File: src/rtl/spi_ms.sv
// Mode-0, LSB-first SPI master: frames cmd_tx with chip-select setup/hold/idle timing and captures MISO.
// Optional build macro SPI_MS_LOOPBACK_EN: RX samples the outgoing MOSI instead of spi_miso.
module spi_ms #(
  parameter int TRANSF_SIZE = 32,
  parameter int CLK_DIV     = 4,
  parameter int CS_SETUP    = 2,
  parameter int CS_HOLD     = 8,
  parameter int CS_IDLE     = 4
) (
  input  logic                   sclk,
  input  logic                   rstn,
  input  logic                   start,
  input  logic [TRANSF_SIZE-1:0] cmd_tx,
  output logic                   busy,
  output logic                   done,
  output logic [TRANSF_SIZE-1:0] rx_data,
  output logic                   spi_sck,
  output logic                   spi_cs_n,
  output logic                   spi_mosi,
  input  logic                   spi_miso
);

  localparam int MAX_A   = (CLK_DIV > CS_SETUP) ? CLK_DIV : CS_SETUP;
  localparam int MAX_B   = (CS_HOLD > CS_IDLE) ? CS_HOLD : CS_IDLE;
  localparam int MAX_CNT = (MAX_A > MAX_B) ? MAX_A : MAX_B;
  localparam int CNT_W   = $clog2(MAX_CNT) + 1;
  localparam int BIT_W   = $clog2(TRANSF_SIZE) + 1;

  typedef enum logic [2:0] {IDLE, SETUP, XFER, HOLD, GAP} state_t;

  state_t                 state_reg, state_next;
  logic [CNT_W-1:0]       cnt_reg, cnt_next;
  logic [BIT_W-1:0]       bit_reg, bit_next;
  logic                   sck_reg, sck_next;
  logic                   cs_n_reg, cs_n_next;
  logic                   mosi_reg, mosi_next;
  logic                   busy_reg, busy_next;
  logic                   done_reg, done_next;
  logic [TRANSF_SIZE-1:0] tx_reg, tx_next;
  logic [TRANSF_SIZE-1:0] rx_reg, rx_next;
  logic [TRANSF_SIZE-1:0] rx_data_reg, rx_data_next;
  logic                   rx_bit;

`ifdef SPI_MS_LOOPBACK_EN
  assign rx_bit = mosi_reg;
`else
  assign rx_bit = spi_miso;
`endif

  always_ff @(posedge sclk) begin
    if (!rstn) begin
      state_reg   <= IDLE;
      cnt_reg     <= '0;
      bit_reg     <= '0;
      sck_reg     <= 1'b0;
      cs_n_reg    <= 1'b1;
      mosi_reg    <= 1'b0;
      busy_reg    <= 1'b0;
      done_reg    <= 1'b0;
      tx_reg      <= '0;
      rx_reg      <= '0;
      rx_data_reg <= '0;
    end else begin
      state_reg   <= state_next;
      cnt_reg     <= cnt_next;
      bit_reg     <= bit_next;
      sck_reg     <= sck_next;
      cs_n_reg    <= cs_n_next;
      mosi_reg    <= mosi_next;
      busy_reg    <= busy_next;
      done_reg    <= done_next;
      tx_reg      <= tx_next;
      rx_reg      <= rx_next;
      rx_data_reg <= rx_data_next;
    end
  end

  always_comb begin
    state_next   = state_reg;
    cnt_next     = cnt_reg;
    bit_next     = bit_reg;
    sck_next     = sck_reg;
    cs_n_next    = cs_n_reg;
    mosi_next    = mosi_reg;
    busy_next    = busy_reg;
    done_next    = 1'b0;
    tx_next      = tx_reg;
    rx_next      = rx_reg;
    rx_data_next = rx_data_reg;
    case (state_reg)
      IDLE: begin
        if (start) begin
          tx_next    = cmd_tx;
          rx_next    = '0;
          cs_n_next  = 1'b0;
          mosi_next  = cmd_tx[0];
          busy_next  = 1'b1;
          cnt_next   = '0;
          bit_next   = '0;
          state_next = SETUP;
        end
      end
      SETUP: begin
        if (cnt_reg == CNT_W'(CS_SETUP - 1)) begin
          cnt_next   = '0;
          state_next = XFER;
        end else begin
          cnt_next = cnt_reg + 1'b1;
        end
      end
      XFER: begin
        if (cnt_reg == CNT_W'(CLK_DIV - 1)) begin
          cnt_next = '0;
          sck_next = ~sck_reg;
          if (!sck_reg) begin
            bit_next = bit_reg + 1'b1;
          end else begin
            // Falling edge: capture MISO and advance MOSI; the shifted-in zeros leave MOSI low after the last bit.
            rx_next   = {rx_bit, rx_reg[TRANSF_SIZE-1:1]};
            tx_next   = {1'b0, tx_reg[TRANSF_SIZE-1:1]};
            mosi_next = tx_reg[1];
            if (bit_reg == BIT_W'(TRANSF_SIZE)) begin
              state_next = HOLD;
            end
          end
        end else begin
          cnt_next = cnt_reg + 1'b1;
        end
      end
      HOLD: begin
        if (cnt_reg == CNT_W'(CS_HOLD - 1)) begin
          cnt_next     = '0;
          cs_n_next    = 1'b1;
          done_next    = 1'b1;
          rx_data_next = rx_reg;
          state_next   = GAP;
        end else begin
          cnt_next = cnt_reg + 1'b1;
        end
      end
      GAP: begin
        if (cnt_reg == CNT_W'(CS_IDLE - 1)) begin
          cnt_next   = '0;
          busy_next  = 1'b0;
          state_next = IDLE;
        end else begin
          cnt_next = cnt_reg + 1'b1;
        end
      end
      default: state_next = IDLE;
    endcase
  end

  assign busy     = busy_reg;
  assign done     = done_reg;
  assign rx_data  = rx_data_reg;
  assign spi_sck  = sck_reg;
  assign spi_cs_n = cs_n_reg;
  assign spi_mosi = mosi_reg;

endmodule

File: config.mk
export PLATFORM = sky130hd
export DESIGN_NAME = spi_ms
export DESIGN_NICKNAME = d
export VERILOG_FILES = /design/src/rtl/spi_ms.sv
export SDC_FILE = /design/constraint.sdc
export NUM_CORES = 1
export LEC_CHECK = 0
export CAP_MARGIN = 10
export CORE_MARGIN = 4
export CORE_UTILIZATION = 50
export CTS_BUF_LIST = sky130_fd_sc_hd__clkbuf_8
export CTS_CLUSTER_DIAMETER = 50
export DETAILED_ROUTE_END_ITERATION = 7
export GPL_ROUTABILITY_DRIVEN = 0
export GPL_TIMING_DRIVEN = 0
export PLACE_DENSITY = 0.74
export SLEW_MARGIN = 20
export SYNTH_ARGS = -nofsm -noshare
export SYNTH_HDL_FRONTEND = slang
export SYNTH_SLANG_ARGS = --single-unit
File: constraint.sdc
create_clock -name sclk -period 2.2 [get_ports sclk]
set_input_delay 0.66 -clock sclk [delete_from_list [all_inputs] [get_ports sclk]]
set_output_delay 0.66 -clock sclk [all_outputs]
set_load 0.02 [all_outputs]
## Word-level counts from Yosys, hierarchy flattened

Index checks and enable logic that the tools add are counted.

| storage, ports and cells | value |
|---|---|
| register bits | 114 |
| output and inout bits | 37 |
| input bits | 36 |
| word-level logic and storage cells | 81 |

| operators by class | value |
|---|---|
| bitwise gates (word level) | 1 |
| add/sub/neg operators | 2 |
| equality and inequality tests | 16 |
| reduce and logical (&&, ||, !) cells | 15 |
| muxes and demuxes | 36 |

Operators by type and width:

| operator | number |
|---|---|
| 2-to-1 mux 32 bit | 6 |
| one-hot mux 32 bit (2 select lines) | 2 |
| 2-to-1 mux 3 bit | 7 |
| 2-to-1 mux 6 bit | 3 |
| 2-to-1 mux 4 bit | 4 |
| inequality test 2 bit, second input constant | 8 |
| one-hot mux 4 bit (4 select lines) | 1 |
| one-hot mux 3 bit (5 select lines) | 1 |
| one-hot mux 6 bit (2 select lines) | 1 |
| 2-to-1 mux 1 bit | 8 |
| AND reduction 2 bit | 4 |
| AND reduction 4 bit | 2 |
| AND reduction 7 bit | 1 |
| adder 6 x 1 -> 6 bit, second input constant | 1 |
| == test 3 x 2 -> 1 bit, second input constant | 2 |
| == test 6 bit, second input constant | 1 |
| one-hot mux 1 bit (2 select lines) | 3 |
| AND reduction 3 bit | 2 |
| nonzero test 2 bit | 3 |
| adder 4 x 1 -> 4 bit, second input constant | 1 |
| == test 4 x 1 -> 1 bit, second input constant | 1 |
| == test 4 x 2 -> 1 bit, second input constant | 1 |
| == test 4 x 3 -> 1 bit, second input constant | 1 |
| nonzero test 4 bit | 1 |
| 5 further kinds | 5 |

## Logic depth before layout (Yosys ltp)

| depth | value |
|---|---|
| depth after elaboration | 5 |
| depth in mapped cells | 7 |

## Least setup slack after synthesis

OpenSTA, ideal clock, no wires.

| path | value |
|---|---|
| path kind | register to register |
| start point | register cnt_reg[0] |
| end point | register tx_reg[22] |
| path slack | 0.438 ns |
| cell stages (with the launch flop) | 7 |
| setup time | 0.081 ns |
| data required time | 2.119 ns |
| arrival time | 1.681 ns |
| cells stage by stage | dfxtp_1 ha_1 or3b_4 o21ai_4 buf_4 a21oi_1 a211oi_2 |

| between the ends | value |
|---|---|
| word-level cells in the longest chain between the ends | 3 |

Ends and longest elaborated chain:

| element | RTL line | RTL |
|---|---|---|
| from (decl) | 32 | `logic [CNT_W-1:0] cnt_reg, cnt_next;` |
| from (signal assigned) | 65 | `cnt_reg <= cnt_next;` |
| == test 4 x 2 -> 1 bit | 112 | `if (cnt_reg == CNT_W'(CLK_DIV - 1)) begin` |
| inequality test 2 bit (no line) | -- |  |
| AND reduction 4 bit (no line) | -- |  |
| to (signal assigned) | 72 | `tx_reg <= tx_next;` |
| to (decl) | 39 | `logic [TRANSF_SIZE-1:0] tx_reg, tx_next;` |

Every way passes these cells.
A chain may end at the register's enable or synchronous reset.

## Worst setup path after layout

| path | value |
|---|---|
| start point | register sck_reg (netlist: spi_sck) |
| end point | output port spi_sck |

RTL lines:

| element | RTL line | RTL |
|---|---|---|
| from (decl) | 34 | `logic sck_reg, sck_next;` |
| from (signal assigned) | 67 | `sck_reg <= sck_next;` |
| to (decl) | 17 | `output logic spi_sck,` |

No word-level cell between the ends.

==> out/results.tsv <==
metric	value	unit
outcome	finished, final reports clean	
detailed router's first-iteration violation count	282	
routed wire length per instance	15.47	um
number of detailed-route iterations in the first pass	5	
sequential fraction of design power	38.6	%
commonest register cell after synthesis	sky130_fd_sc_hd__dfxtp_1	
Post-CTS Setup Repair Bufs	0	
Bufs and invs on worst path	1	
met2 global-route usage	35.88	%
FFs w/ async S/R, synth	0	%
buffer type at the clock tree root	sky130_fd_sc_hd__clkbuf_8	
Logic pwr share	27.1	%
count of boundary I/O pins	73	
quantity of I/O buffers inserted on ports	71	
most common cell after layout, fill and taps aside	sky130_fd_sc_hd__dfxtp_1	
total core area	0.009729	mm2
cell family with most CP delay	buffers and inverters	
share of final-layout standard cells stronger than drive strength 1	12.91	%
Inserted Clock Buffers	17	
Site Rows	36	
internal power component	4.030	mW
MaxCap Viol Count	0	
Crit Path Category	reg2out	
setup repair after global routing missed its margin	no	
number of levels in the clock H-tree	4	
number of global-route vias before repair	4315	
worst-path fanout max	5	
synthesis-to-finish area growth	26.58	%
wire length of the first global-routing pass	20350	um
Hold Vio Cnt, Final	0	
highest-utilization routing layer at the global route stage	met2	
syn_nets	603	
Slew headroom	54.47	%
Largest stage delay, worst path	630	ps
Max Slew Vio Count	0	
commonest cells after routing, fill and taps aside	sky130_fd_sc_hd__dfxtp_1, sky130_fd_sc_hd__a21oi_1, sky130_fd_sc_hd__nand2_1	
final net count	693	
Clock transition at path regs	70	ps
initial antenna violation count	0	
gate count after technology mapping	563	
HPWL after DPL	8686	um
Design Power	6.140	mW
Routed Wire Length	12360	um
Max Root-Sink Buffers	2	
Worst-Skew Late Latency	430	ps
total of cells resized after clock tree synthesis	0	
share of total power consumed by net switching	34.36	%
detailed-route via count	4556	
final setup vio count	0	
sequential area share after synthesis	45.55	%
count of warnings emitted by yosys	0	
total global-route track usage	21.63	%
initial cell density of the core	51.04	%
portion of total power attributed to the clock network	34.3	%
worst hold slack	455.5	ps
maximum achievable frequency	0.4705	GHz
Die Area	0.01159	mm2
count of flip-flops with a built-in enable after synthesis	0	
via/cell ratio	5.702	
Final ANT Viol Nets	0	
post-synth design cell area	0.004966	mm2
net switching power	2.110	mW
pin count of the biggest net entering global routing	17	
TritonCTS clock tree	done	
detailed-route DRC error count	0	
global-route met1 utilization	27.79	%
Hold Buf Count CTS	0	
Critical Path Start Type	flop	
power density relative to cell area	976.7	mW/mm2
Min-Delay Path Class	reg2reg	
Antenna Diode Count	0	
slowest CP cell	sky130_fd_sc_hd__clkdlybuf4s50_1	
syn avg cell area	8.821	um2
Critical Path RT	1540	ps
maximum clock skew at final layout	12.34	ps
flip-flop and latch count after synthesis	113	
global routing met3 resource utilization	4.979	%
total grt overflow	0	
Worst VDD drop	0.6114	mV
critical path endpoint category	output pin	
Tightest Pin Transition	682.9	ps
Static Leak	2.279	nW
clock sink count	113	
list of cells traversed by the critical path	clkdlybuf4s50_1	
min Tclk post-route	2126	ps
distinct cell type count after synthesis	55	
Final period util	96.62	%
data arrival time at the worst-slack endpoint	1470	ps
Chip Height	107.7	um
width of the chip	107.7	um
path summary, 6_finish.rpt:
path                from           to  slack, ps  depth (start not counted)
max              spi_sck      spi_sck         70                          1
min          rx_data[16]  rx_data[16]        460                          2
max reg2reg   cnt_reg[0]   bit_reg[3]        180                          5
min reg2reg  rx_data[16]  rx_data[16]        460                          2
power by group through the flow:
stage / logic, mW / clock network (mW) / registers (mW)
after floorplan: 1.21 / 0 / 2.40
after global placement: 1.58 / 0 / 2.41
after detailed placement: 1.62 / 0 / 2.41
after CTS: 1.64 / 2.12 / 2.37
after global routing: 1.81 / 2.24 / 2.39
final: 1.66 / 2.11 / 2.37
layer usage:
layer,wire length [um],up-vias
met1,5495,2137
met5,0,-
li1,-,2235
met3,698,21
met2,5989,163
met4,177,0
metrics by stage:
stage,utilization [%],TNS (ps),worst slack [ps],area (um2),cells
after floorplan,-,0,437.6,4966,563
after global placement,60.06,-13910,-343.9,5843,767
after detailed placement,60.06,-17410,-389.1,5843,767
after CTS,64.45,0,50.91,6271,799
after global routing,64.61,0,13.08,6286,799
final,64.61,0,74.39,6286,799
cell families (layout without fill, tap and decap cells):
| group | Yosys count | in the layout | share of synthesized area, % |
|---|---|---|---|
| compound gates | 191 | 191 | 24.59 |
| simple gates | 155 | 155 | 15.75 |
| flops | 113 | 113 | 45.55 |
| buf+inv | 62 | 165 | 5.467 |
| mux | 36 | 36 | 7.281 |
| fa+ha+maj | 4 | 4 | 1.008 |
| xor+xnor | 2 | 2 | 0.3528 |
worst reg2reg max path: stages, from the launching register on:
cell	delay (ps)
sky130_fd_sc_hd__dfxtp_1	400
sky130_fd_sc_hd__ha_2	270
sky130_fd_sc_hd__nor3b_4	320
sky130_fd_sc_hd__a31oi_2	230
sky130_fd_sc_hd__or4_1	540
sky130_fd_sc_hd__a21boi_1	180
synthesized netlist by cell type, types with 3 or more instances:
library cell | number | area [um2]
sky130_fd_sc_hd__a211oi_1 | 13 | 97.59
sky130_fd_sc_hd__a211oi_2 | 19 | 237.7
sky130_fd_sc_hd__a21oi_1 | 102 | 510.5
sky130_fd_sc_hd__buf_2 | 19 | 95.09
sky130_fd_sc_hd__clkbuf_1 | 31 | 116.4
sky130_fd_sc_hd__dfxtp_1 | 113 | 2262
sky130_fd_sc_hd__ha_1 | 4 | 50.05
sky130_fd_sc_hd__inv_1 | 7 | 26.28
sky130_fd_sc_hd__mux2i_1 | 35 | 350.3
sky130_fd_sc_hd__nand2_1 | 77 | 289.0
sky130_fd_sc_hd__nand3_1 | 6 | 30.03
sky130_fd_sc_hd__nand4_1 | 34 | 212.7
sky130_fd_sc_hd__nor2_1 | 8 | 30.03
sky130_fd_sc_hd__nor3_1 | 3 | 15.01
sky130_fd_sc_hd__nor4_1 | 3 | 18.77
sky130_fd_sc_hd__o211a_1 | 3 | 30.03
sky130_fd_sc_hd__o21ai_0 | 37 | 185.2
sky130_fd_sc_hd__or3_1 | 3 | 18.77
cell type report:
type | instances | area (um2)
fill | 833 | 3443
multi-input combinational | 388 | 2442
sequential | 113 | 2262
timing repair buffer | 71 | 710.7
clock buffer | 18 | 247.7
buffer | 54 | 246.5
clock inverter | 14 | 180.2
tap | 133 | 166.4
inverter | 8 | 30.03
No activity file was read; power rests on OpenSTA's default activity.
